==> config.mk <==
export PLATFORM = sky130hd
export DESIGN_NAME = adc_scan_scheduler_flat
export DESIGN_NICKNAME = d
export VERILOG_FILES = /design/src/rtl/adc_scan_scheduler_if.sv /design/src/rtl/adc_scan_scheduler.sv /design/src/flat_wrapper.sv
export SDC_FILE = /design/constraint.sdc
export NUM_CORES = 1
export LEC_CHECK = 0
export CAP_MARGIN = 20
export CORE_ASPECT_RATIO = 0.9
export CORE_MARGIN = 2
export CORE_UTILIZATION = 45
export CTS_BUF_LIST = sky130_fd_sc_hd__clkbuf_4
export DETAILED_ROUTE_END_ITERATION = 16
export PLACE_DENSITY = 0.78
export SYNTH_ARGS = -nofsm -noshare
export SYNTH_HDL_FRONTEND = slang
export SYNTH_SLANG_ARGS = --single-unit
==> constraint.sdc <==
create_clock -name clk -period 1.75 [get_ports clk]
set_input_delay 0.35 -clock clk [delete_from_list [all_inputs] [get_ports clk]]
set_output_delay 0.35 -clock clk [all_outputs]
set_load 0.02 [all_outputs]
==> src/rtl/adc_scan_scheduler_if.sv <==
// Scheduler <-> serial ADC engine request/response plus the result handshake
// toward the consumer. The scheduler takes the master side.
interface adc_scan_scheduler_if #(parameter int DATA_W = 12);
  logic              conv_req;
  logic [2:0]        conv_chan;
  logic              conv_ack;
  logic              conv_done;
  logic [DATA_W-1:0] conv_data;
  logic              res_valid;
  logic              res_ready;
  logic [2:0]        res_chan;
  logic [DATA_W-1:0] res_data;

  modport master (output conv_req, conv_chan, res_valid, res_chan, res_data,
                  input  conv_ack, conv_done, conv_data, res_ready);
  modport slave  (input  conv_req, conv_chan, res_valid, res_chan, res_data,
                  output conv_ack, conv_done, conv_data, res_ready);
endinterface

==> src/rtl/adc_scan_scheduler.sv <==
// Periodic multi-channel scan sequencer for a serial ADC engine: tick timer,
// channel walker FSM, conversion timeout, single-entry result register.
module adc_scan_scheduler #(
  parameter int DATA_W  = 12,
  parameter int TIMEOUT = 255
) (
  input  logic                 clk,
  input  logic                 rst,
  input  logic                 enable,
  input  logic [15:0]          period,
  input  logic [7:0]           chan_mask,
  input  logic                 clear_flags,
  adc_scan_scheduler_if.master bus,
  output logic                 scan_done,
  output logic                 overrun,
  output logic                 tick_miss,
  output logic                 timeout_err
);
  localparam int TW = (TIMEOUT < 2) ? 1 : $clog2(TIMEOUT);

  typedef enum logic [1:0] {IDLE, SELECT, REQ, WAIT_DONE} state_t;
  typedef struct packed {
    logic [2:0]        chan;
    logic [DATA_W-1:0] data;
  } res_t;

  state_t        state, state_n;
  logic [15:0]   tick_cnt;
  logic          tick;
  logic [7:0]    mask_q;
  logic [2:0]    ptr, ptr_n;
  logic [TW-1:0] tmo_cnt;
  res_t          res_q;
  logic          res_vld;
  logic          start, res_ld, end_scan, tmo_hit, tmo_clr, miss;

  // Tick timer: counts period..0, ticks on 0 and reloads; parked at period when disabled.
  assign tick = enable && (tick_cnt == 16'd0);

  always_ff @(posedge clk) begin
    if (rst)                              tick_cnt <= period;
    else if (!enable || tick_cnt == 16'd0) tick_cnt <= period;
    else                                  tick_cnt <= tick_cnt - 16'd1;
  end

  always_ff @(posedge clk) begin
    if (rst) state <= IDLE;
    else     state <= state_n;
  end

  always_comb begin
    state_n  = state;
    ptr_n    = ptr;
    start    = 1'b0;
    res_ld   = 1'b0;
    end_scan = 1'b0;
    tmo_hit  = 1'b0;
    tmo_clr  = 1'b0;
    case (state)
      IDLE: begin
        if (tick && chan_mask != 8'd0) begin
          start   = 1'b1;
          ptr_n   = 3'd0;
          state_n = SELECT;
        end
      end
      SELECT: begin
        if (mask_q[ptr]) begin
          state_n = REQ;
        end else if (ptr == 3'd7) begin
          end_scan = 1'b1;
          state_n  = IDLE;
        end else begin
          ptr_n = ptr + 3'd1;
        end
      end
      REQ: begin
        if (bus.conv_ack) begin
          tmo_clr = 1'b1;
          state_n = WAIT_DONE;
        end
      end
      WAIT_DONE: begin
        // A late conv_done on the final timeout cycle still counts as a result.
        if (bus.conv_done) begin
          res_ld = 1'b1;
          if (ptr == 3'd7 || !enable) begin
            end_scan = 1'b1;
            state_n  = IDLE;
          end else begin
            ptr_n   = ptr + 3'd1;
            state_n = SELECT;
          end
        end else if (tmo_cnt == TW'(TIMEOUT - 1)) begin
          tmo_hit  = 1'b1;
          end_scan = 1'b1;
          state_n  = IDLE;
        end
      end
      default: state_n = IDLE;
    endcase
  end

  assign miss = tick && (state != IDLE);

  always_ff @(posedge clk) begin
    if (rst) begin
      ptr     <= 3'd0;
      mask_q  <= 8'd0;
      tmo_cnt <= '0;
    end else begin
      ptr <= ptr_n;
      if (start) mask_q <= chan_mask;
      if (tmo_clr)                 tmo_cnt <= '0;
      else if (state == WAIT_DONE) tmo_cnt <= tmo_cnt + TW'(1);
    end
  end

  // Single result slot: a load in the same cycle as a handshake keeps valid high.
  always_ff @(posedge clk) begin
    if (rst) begin
      res_vld <= 1'b0;
      res_q   <= '0;
    end else if (res_ld) begin
      res_vld     <= 1'b1;
      res_q.chan  <= ptr;
      res_q.data  <= bus.conv_data;
    end else if (res_vld && bus.res_ready) begin
      res_vld <= 1'b0;
    end
  end

  // Sticky flags: a set event beats clear_flags in the same cycle.
  always_ff @(posedge clk) begin
    if (rst) begin
      scan_done   <= 1'b0;
      overrun     <= 1'b0;
      tick_miss   <= 1'b0;
      timeout_err <= 1'b0;
    end else begin
      scan_done <= end_scan;
      if (res_ld && res_vld && !bus.res_ready) overrun <= 1'b1;
      else if (clear_flags)                    overrun <= 1'b0;
      if (miss)             tick_miss <= 1'b1;
      else if (clear_flags) tick_miss <= 1'b0;
      if (tmo_hit)          timeout_err <= 1'b1;
      else if (clear_flags) timeout_err <= 1'b0;
    end
  end

  assign bus.conv_req  = (state == REQ);
  assign bus.conv_chan = ptr;
  assign bus.res_valid = res_vld;
  assign bus.res_chan  = res_q.chan;
  assign bus.res_data  = res_q.data;

endmodule

==> src/flat_wrapper.sv <==
// flat-port wrapper written by rule: the top's interface ports become plain ports
module adc_scan_scheduler_flat 
#(
  parameter int DATA_W  = 12,
  parameter int TIMEOUT = 255
)
  (clk, rst, enable, period, chan_mask, clear_flags, scan_done, overrun, tick_miss, timeout_err, bus_conv_req, bus_conv_chan, bus_res_valid, bus_res_chan, bus_res_data, bus_conv_ack, bus_conv_done, bus_conv_data, bus_res_ready);
  adc_scan_scheduler_if #(.DATA_W(DATA_W)) bus_i ();
  input  logic clk;
  input  logic rst;
  input  logic enable;
  input  logic [15:0] period;
  input  logic [7:0] chan_mask;
  input  logic clear_flags;
  output logic scan_done;
  output logic overrun;
  output logic tick_miss;
  output logic timeout_err;
  output wire logic [$bits(bus_i.conv_req)-1:0] bus_conv_req;
  output wire logic [$bits(bus_i.conv_chan)-1:0] bus_conv_chan;
  output wire logic [$bits(bus_i.res_valid)-1:0] bus_res_valid;
  output wire logic [$bits(bus_i.res_chan)-1:0] bus_res_chan;
  output wire logic [$bits(bus_i.res_data)-1:0] bus_res_data;
  input wire logic [$bits(bus_i.conv_ack)-1:0] bus_conv_ack;
  input wire logic [$bits(bus_i.conv_done)-1:0] bus_conv_done;
  input wire logic [$bits(bus_i.conv_data)-1:0] bus_conv_data;
  input wire logic [$bits(bus_i.res_ready)-1:0] bus_res_ready;
  assign bus_conv_req = bus_i.conv_req;
  assign bus_conv_chan = bus_i.conv_chan;
  assign bus_res_valid = bus_i.res_valid;
  assign bus_res_chan = bus_i.res_chan;
  assign bus_res_data = bus_i.res_data;
  assign bus_i.conv_ack = bus_conv_ack;
  assign bus_i.conv_done = bus_conv_done;
  assign bus_i.conv_data = bus_conv_data;
  assign bus_i.res_ready = bus_res_ready;
  adc_scan_scheduler #(.DATA_W(DATA_W), .TIMEOUT(TIMEOUT)) u_core (.clk(clk), .rst(rst), .enable(enable), .period(period), .chan_mask(chan_mask), .clear_flags(clear_flags), .bus(bus_i), .scan_done(scan_done), .overrun(overrun), .tick_miss(tick_miss), .timeout_err(timeout_err));
endmodule
Word-level counts from Yosys, hierarchy flattened --
Index checks and enable logic that the tools add are counted.
Storage, ports and cells: flip-flop bits (word level) 57, bits of input ports 43
Cells by class: add/sub/neg operators 3, $lt $le $gt $ge 1, equality and inequality tests 13, mux-type cells 38, reductions and logical operators 22
Operators by type and width (count):
- 16-bit 2-to-1 mux | 2
- 1-bit 2-to-1 mux | 21
- 16-bit zero test | 1
- 16-bit by 1-bit subtractor with 16-bit output (second input constant) | 1
- 3-bit 2-to-1 mux | 5
- 2-bit 2-to-1 mux | 6
- 2-bit nonzero test | 5
- 3-bit case mux with 3 select lines | 1
- 8-bit by 1-bit adder with 8-bit output (second input constant) | 1
- 8-bit == test (second input constant) | 1
- 2-bit != test (second input constant) | 4
- 2-bit case mux with 4 select lines | 1
- 8-bit nonzero test | 1
- 1-bit logical AND | 6
- 6-bit AND reduction | 1
- 2-bit == test (second input constant) | 2
- 3-bit by 4-bit less-than comparator with 1-bit output (second input constant) | 1
- 2-bit by 1-bit != test with 1-bit output (second input constant) | 2
- 4-bit AND reduction | 1
- 3-bit by 1-bit adder with 3-bit output (second input constant) | 1
- 1-bit binary-select mux with 3-bit select | 1
- 3-bit == test (second input constant) | 1
- 3-bit by 1-bit != test with 1-bit output (second input constant) | 1
- 3-bit by 2-bit != test with 1-bit output (second input constant) | 1
- other kinds (7) | 9

Logic depth before layout (Yosys ltp) --
depth after elaboration 5, mapped depth 7, mapped depth without buffers 7

Worst setup path after synthesis --
Ideal clock, no wire load.
path kind register to register, start point register u_core.ptr[0], in the netlist u_core.bus.conv_chan[0], end point register u_core.ptr[0], in the netlist u_core.bus.conv_chan[0], data arrival time 1.959 ns, required time 1.628 ns, path slack -0.331 ns, stages on the path, launching flop included 6, cells stage by stage dfxtp_1 mux4_2 mux2_2 a31oi_1 o31ai_1 a221o_1
On the way: word-level cells in the longest chain between the ends 4, elaborated cells on any way between the ends 14
Ends and longest elaborated chain:
- start, declared | RTL line adc_scan_scheduler.sv:31 | logic [2:0] ptr, ptr_n;
- start signal, assigned | RTL line adc_scan_scheduler.sv:112 | ptr <= ptr_n;
- 3-bit by 1-bit adder with 3-bit output, or another cell as far along | RTL line adc_scan_scheduler.sv:74, adc_scan_scheduler.sv:91
- 3-bit 2-to-1 mux, or another cell as far along | RTL line adc_scan_scheduler.sv:87 | if (ptr == 3'd7 || !enable) begin
- 3-bit 2-to-1 mux, or another cell as far along | RTL line adc_scan_scheduler.sv:85 | if (bus.conv_done) begin
- 3-bit case mux with 3 select lines / 6-bit AND reduction (equally long branches)
Parallel ways exist; a longest one is shown, timed or not. The select of a mux whose other input is x is not followed. A chain may end at the register's enable or synchronous reset.

Final worst setup path --
start point register u_core.ptr[0], in the netlist u_core.bus.conv_chan[0], end point register u_core.ptr[1], in the netlist u_core.bus.conv_chan[1]
The elaborated chain is that of the path after synthesis.

==> flow_summary.toml <==
[status]
status = "finished, violations left"
violations = "setup timing"

[critical_path]
cp-start-kind = "flop"
path_cells = "mux4_2, mux2_4, o31a_1, a21oi_2, o32ai_2"
crit_type = "flop to flop"
max_stage_delay_ns = 0.52
path_delay_family = "multiplexers"
crit_path_end_kind = "flop"
critPathSlowestCell = "mux4_2"
worstReg2RegStart = "u_core.bus.conv_chan[0]"
reg2reg_depth = 5
crit_start = "u_core.bus.conv_chan[0]"
crit_buf_inv = 0
critPathRequiredTime_ns = 2.03
critPathArrivalTime_ns = 2.19
cp_max_fo = 4
worst-path-stages = 5

[routing]
avgViaCountPerCell = 5.25
dr.pass1.iters = 4
routed-via-count = 2519
drtAntennaViolNets = 0
routedWlPerCell_um = 14.3
drt_iter0_markers = 128
wl_um = 6860
drc = 0

[global_route]
grt-ovfl-total = 0
grt_pass1_wl_um = 9850
grt_pass1_vias = 2198
grt_max_degree = 31
antenna_found_initial = 0
gr-usage-all-layers = 0.197

[floorplan]
die_x_um = 83.5
initial_core_util = 0.457
num_rows = 26
core_area_um2 = 5600
ios = 67
die_h_um = 75.5
dieArea_um2 = 6310

[clocking]
clkSinkCount = 57
cts-root-buf = "clkbuf_4"
hold_buffers = 0
cts_buffers = 9
cts.clk_slew.worst_paths_ns = 0.10
clk_path_buf_depth = 2
cts_tree = "done"
cts.htree.levels = 3
clk_latency_ns = 0.39

[logic_synthesis]
ys_seq_elements = 57
seq_area_frac_synth = 0.446
ys_warn_count = 0
syn-num-nets = 349
synth_edf_count = 0
synth.distinct_cells = 42
syn_area_um2 = 2560
synthCells = 300
synthArstFlopShare = 0
syn_avg_cell_area_um2 = 8.53
synthFlopType = "dfxtp_1"

[worst_hold_path]
hp-start = "u_core.bus.res_data[4]"
hp-class = "flop to flop"
min_delay_path_depth = 2

[final_layout]
n_antenna_cell = 0
fillers = 406
drive_gt1_frac = 0.239
syn_to_final_growth_pct = 54.9
final_area_um2 = 3960
final_common_cell = "clkdlybuf4s50_1"
final_cell_mix = "clkdlybuf4s50_1, dfxtp_1, nand2_1"
finalNetCount = 454

[timing]
layout_setup_ws_ns = -0.165
setup_tns_ns = -1.21
hold_viol_final = 0
tightest_slew_ns = 0.562
rsz0062_at_grt = "true"
finalSetupViolCount = 20
timing.final.crit_share = 1.09
slew_headroom = 0.622
slew_viol_final = 0
whs_ns = 0.456
period_needed_ns = 1.91
max_freq_mhz = 522
finClkSkew_ns = 0.0109

[placed_design]
dpl_cell_area_um2 = 3550
dp_hpwl_um = 4430
post-place-ws_ns = -0.289
port_buffers = 66
gp_congestion = 0.817

[run]
drv_cap = 0

[power_and_ir_drop]
irDropWorstVdd_mv = 0.499
cellPowerDensity_nw_per_um2 = 634
total_power_mw = 2.51
total_leakage_power_nw = 1.62
==> worst reg2reg max path, stage by stage, from the launching register on <==
cell     delay [ns]
dfxtp_4        0.38
mux4_2         0.52
mux2_4         0.31
o31a_1         0.34
a21oi_2        0.16
o32ai_2        0.09
==> kinds of logic (layout without fill, tap and decap cells) <==
logic type / after synthesis / in the layout / synth area share
adders and majority gates: 6 / 6 / 0.0293
and+or+nand+nor: 123 / 123 / 0.233
xor gates and xnor gates: 17 / 17 / 0.0582
AOI/OAI and AO/OA: 65 / 65 / 0.148
buffers and inverters: 21 / 131 / 0.0328
DFF: 57 / 57 / 0.446
muxes: 11 / 11 / 0.0533
==> what timing repair did <==
action                     in CTS  in global routing
buffers inserted                3                  5
setup endpoints to repair      27                 34
gates cloned                    1                  2
gates resized for setup        17                 56
pin swaps                       3                 24
==> state kept, by name, summed over array words and instances, names as in the netlist, named ones only <==
| register | count |
|---|---|
| u_core.bus.conv_chan | 3 |
| u_core.state | 1 |
| u_core.tmo_cnt | 8 |
| u_core.bus.res_valid | 1 |
| u_core.timeout_err | 1 |
| u_core.scan_done | 1 |
| u_core.tick_miss | 1 |
| u_core.tick_cnt | 16 |
| u_core.bus.res_data | 12 |
| u_core.bus.res_chan | 3 |
| u_core.overrun | 1 |
| u_core.mask_q | 8 |
==> synth_stat cells (2+ instances only) <==
| library cell | count | share of area |
|---|---|---|
| nor2b_1 | 5 | 0.012 |
| xor2_1 | 8 | 0.027 |
| nand4b_1 | 3 | 0.010 |
| clkbuf_1 | 9 | 0.013 |
| a21oi_1 | 26 | 0.051 |
| nor2_1 | 26 | 0.038 |
| inv_1 | 8 | 0.012 |
| o21ai_0 | 20 | 0.039 |
| nand3_1 | 2 | 0.0039 |
| a31oi_1 | 3 | 0.0073 |
| nand4_1 | 4 | 0.0098 |
| a21o_1 | 3 | 0.0088 |
| a211oi_1 | 2 | 0.0059 |
| ha_1 | 6 | 0.029 |
| dfxtp_1 | 57 | 0.45 |
| mux2i_1 | 8 | 0.031 |
| or3_1 | 4 | 0.0098 |
| nor4_1 | 4 | 0.0098 |
| nand2_1 | 54 | 0.079 |
| o32ai_1 | 2 | 0.0068 |
| mux4_2 | 2 | 0.018 |
| xnor2_1 | 9 | 0.031 |
| o31ai_1 | 2 | 0.0059 |
| nor3_1 | 3 | 0.0059 |
| buf_2 | 4 | 0.0078 |
| nand2b_1 | 7 | 0.017 |
| and3_1 | 4 | 0.0098 |
==> area by class of cell <==
type                       count  area, um2  area share
multi-input combinational    222       1520       0.383
sequential                    57       1150       0.290
timing repair buffer         107       1070       0.271
tap                           70       87.6      0.0221
clock buffer                  11       82.6      0.0208
inverter                       8       30.0     0.00758
clock inverter                 5       22.5     0.00568
==> power breakdown <==
group | leakage [nW] | switching (mW) | internal, mW
logic | 1.09 | 0.145 | 0.222
registers | 0.467 | 0.0326 | 1.33
clock network | 0.0655 | 0.475 | 0.308
==> worst paths after layout <==
kind                            slack, ns                      end
worst max-delay path                -0.16  u_core.bus.conv_chan[1]
worst min-delay path                 0.46   u_core.bus.res_data[4]
worst max register to register      -0.16  u_core.bus.conv_chan[1]
worst min register to register       0.46   u_core.bus.res_data[4]
==> per-stage QoR <==
step | utilization | instances
floorplan | - | 300
global placement | 0.634 | 454
detailed placement | 0.634 | 454
CTS | 0.671 | 474
global route | 0.708 | 480
finish | 0.708 | 480
==> per-layer routing <==
layer  vias to the layer above  share of wire  GRT usage  wire length [um]
li1                       1263              -          -                 -
met1                      1193           0.43      0.254              2970
met2                        55           0.51      0.323              3520
met3                         8          0.041     0.0509               282
met4                         0          0.014     0.0789                99
met5                         -              0          0                 0
(Power assumes the default switching activity.)
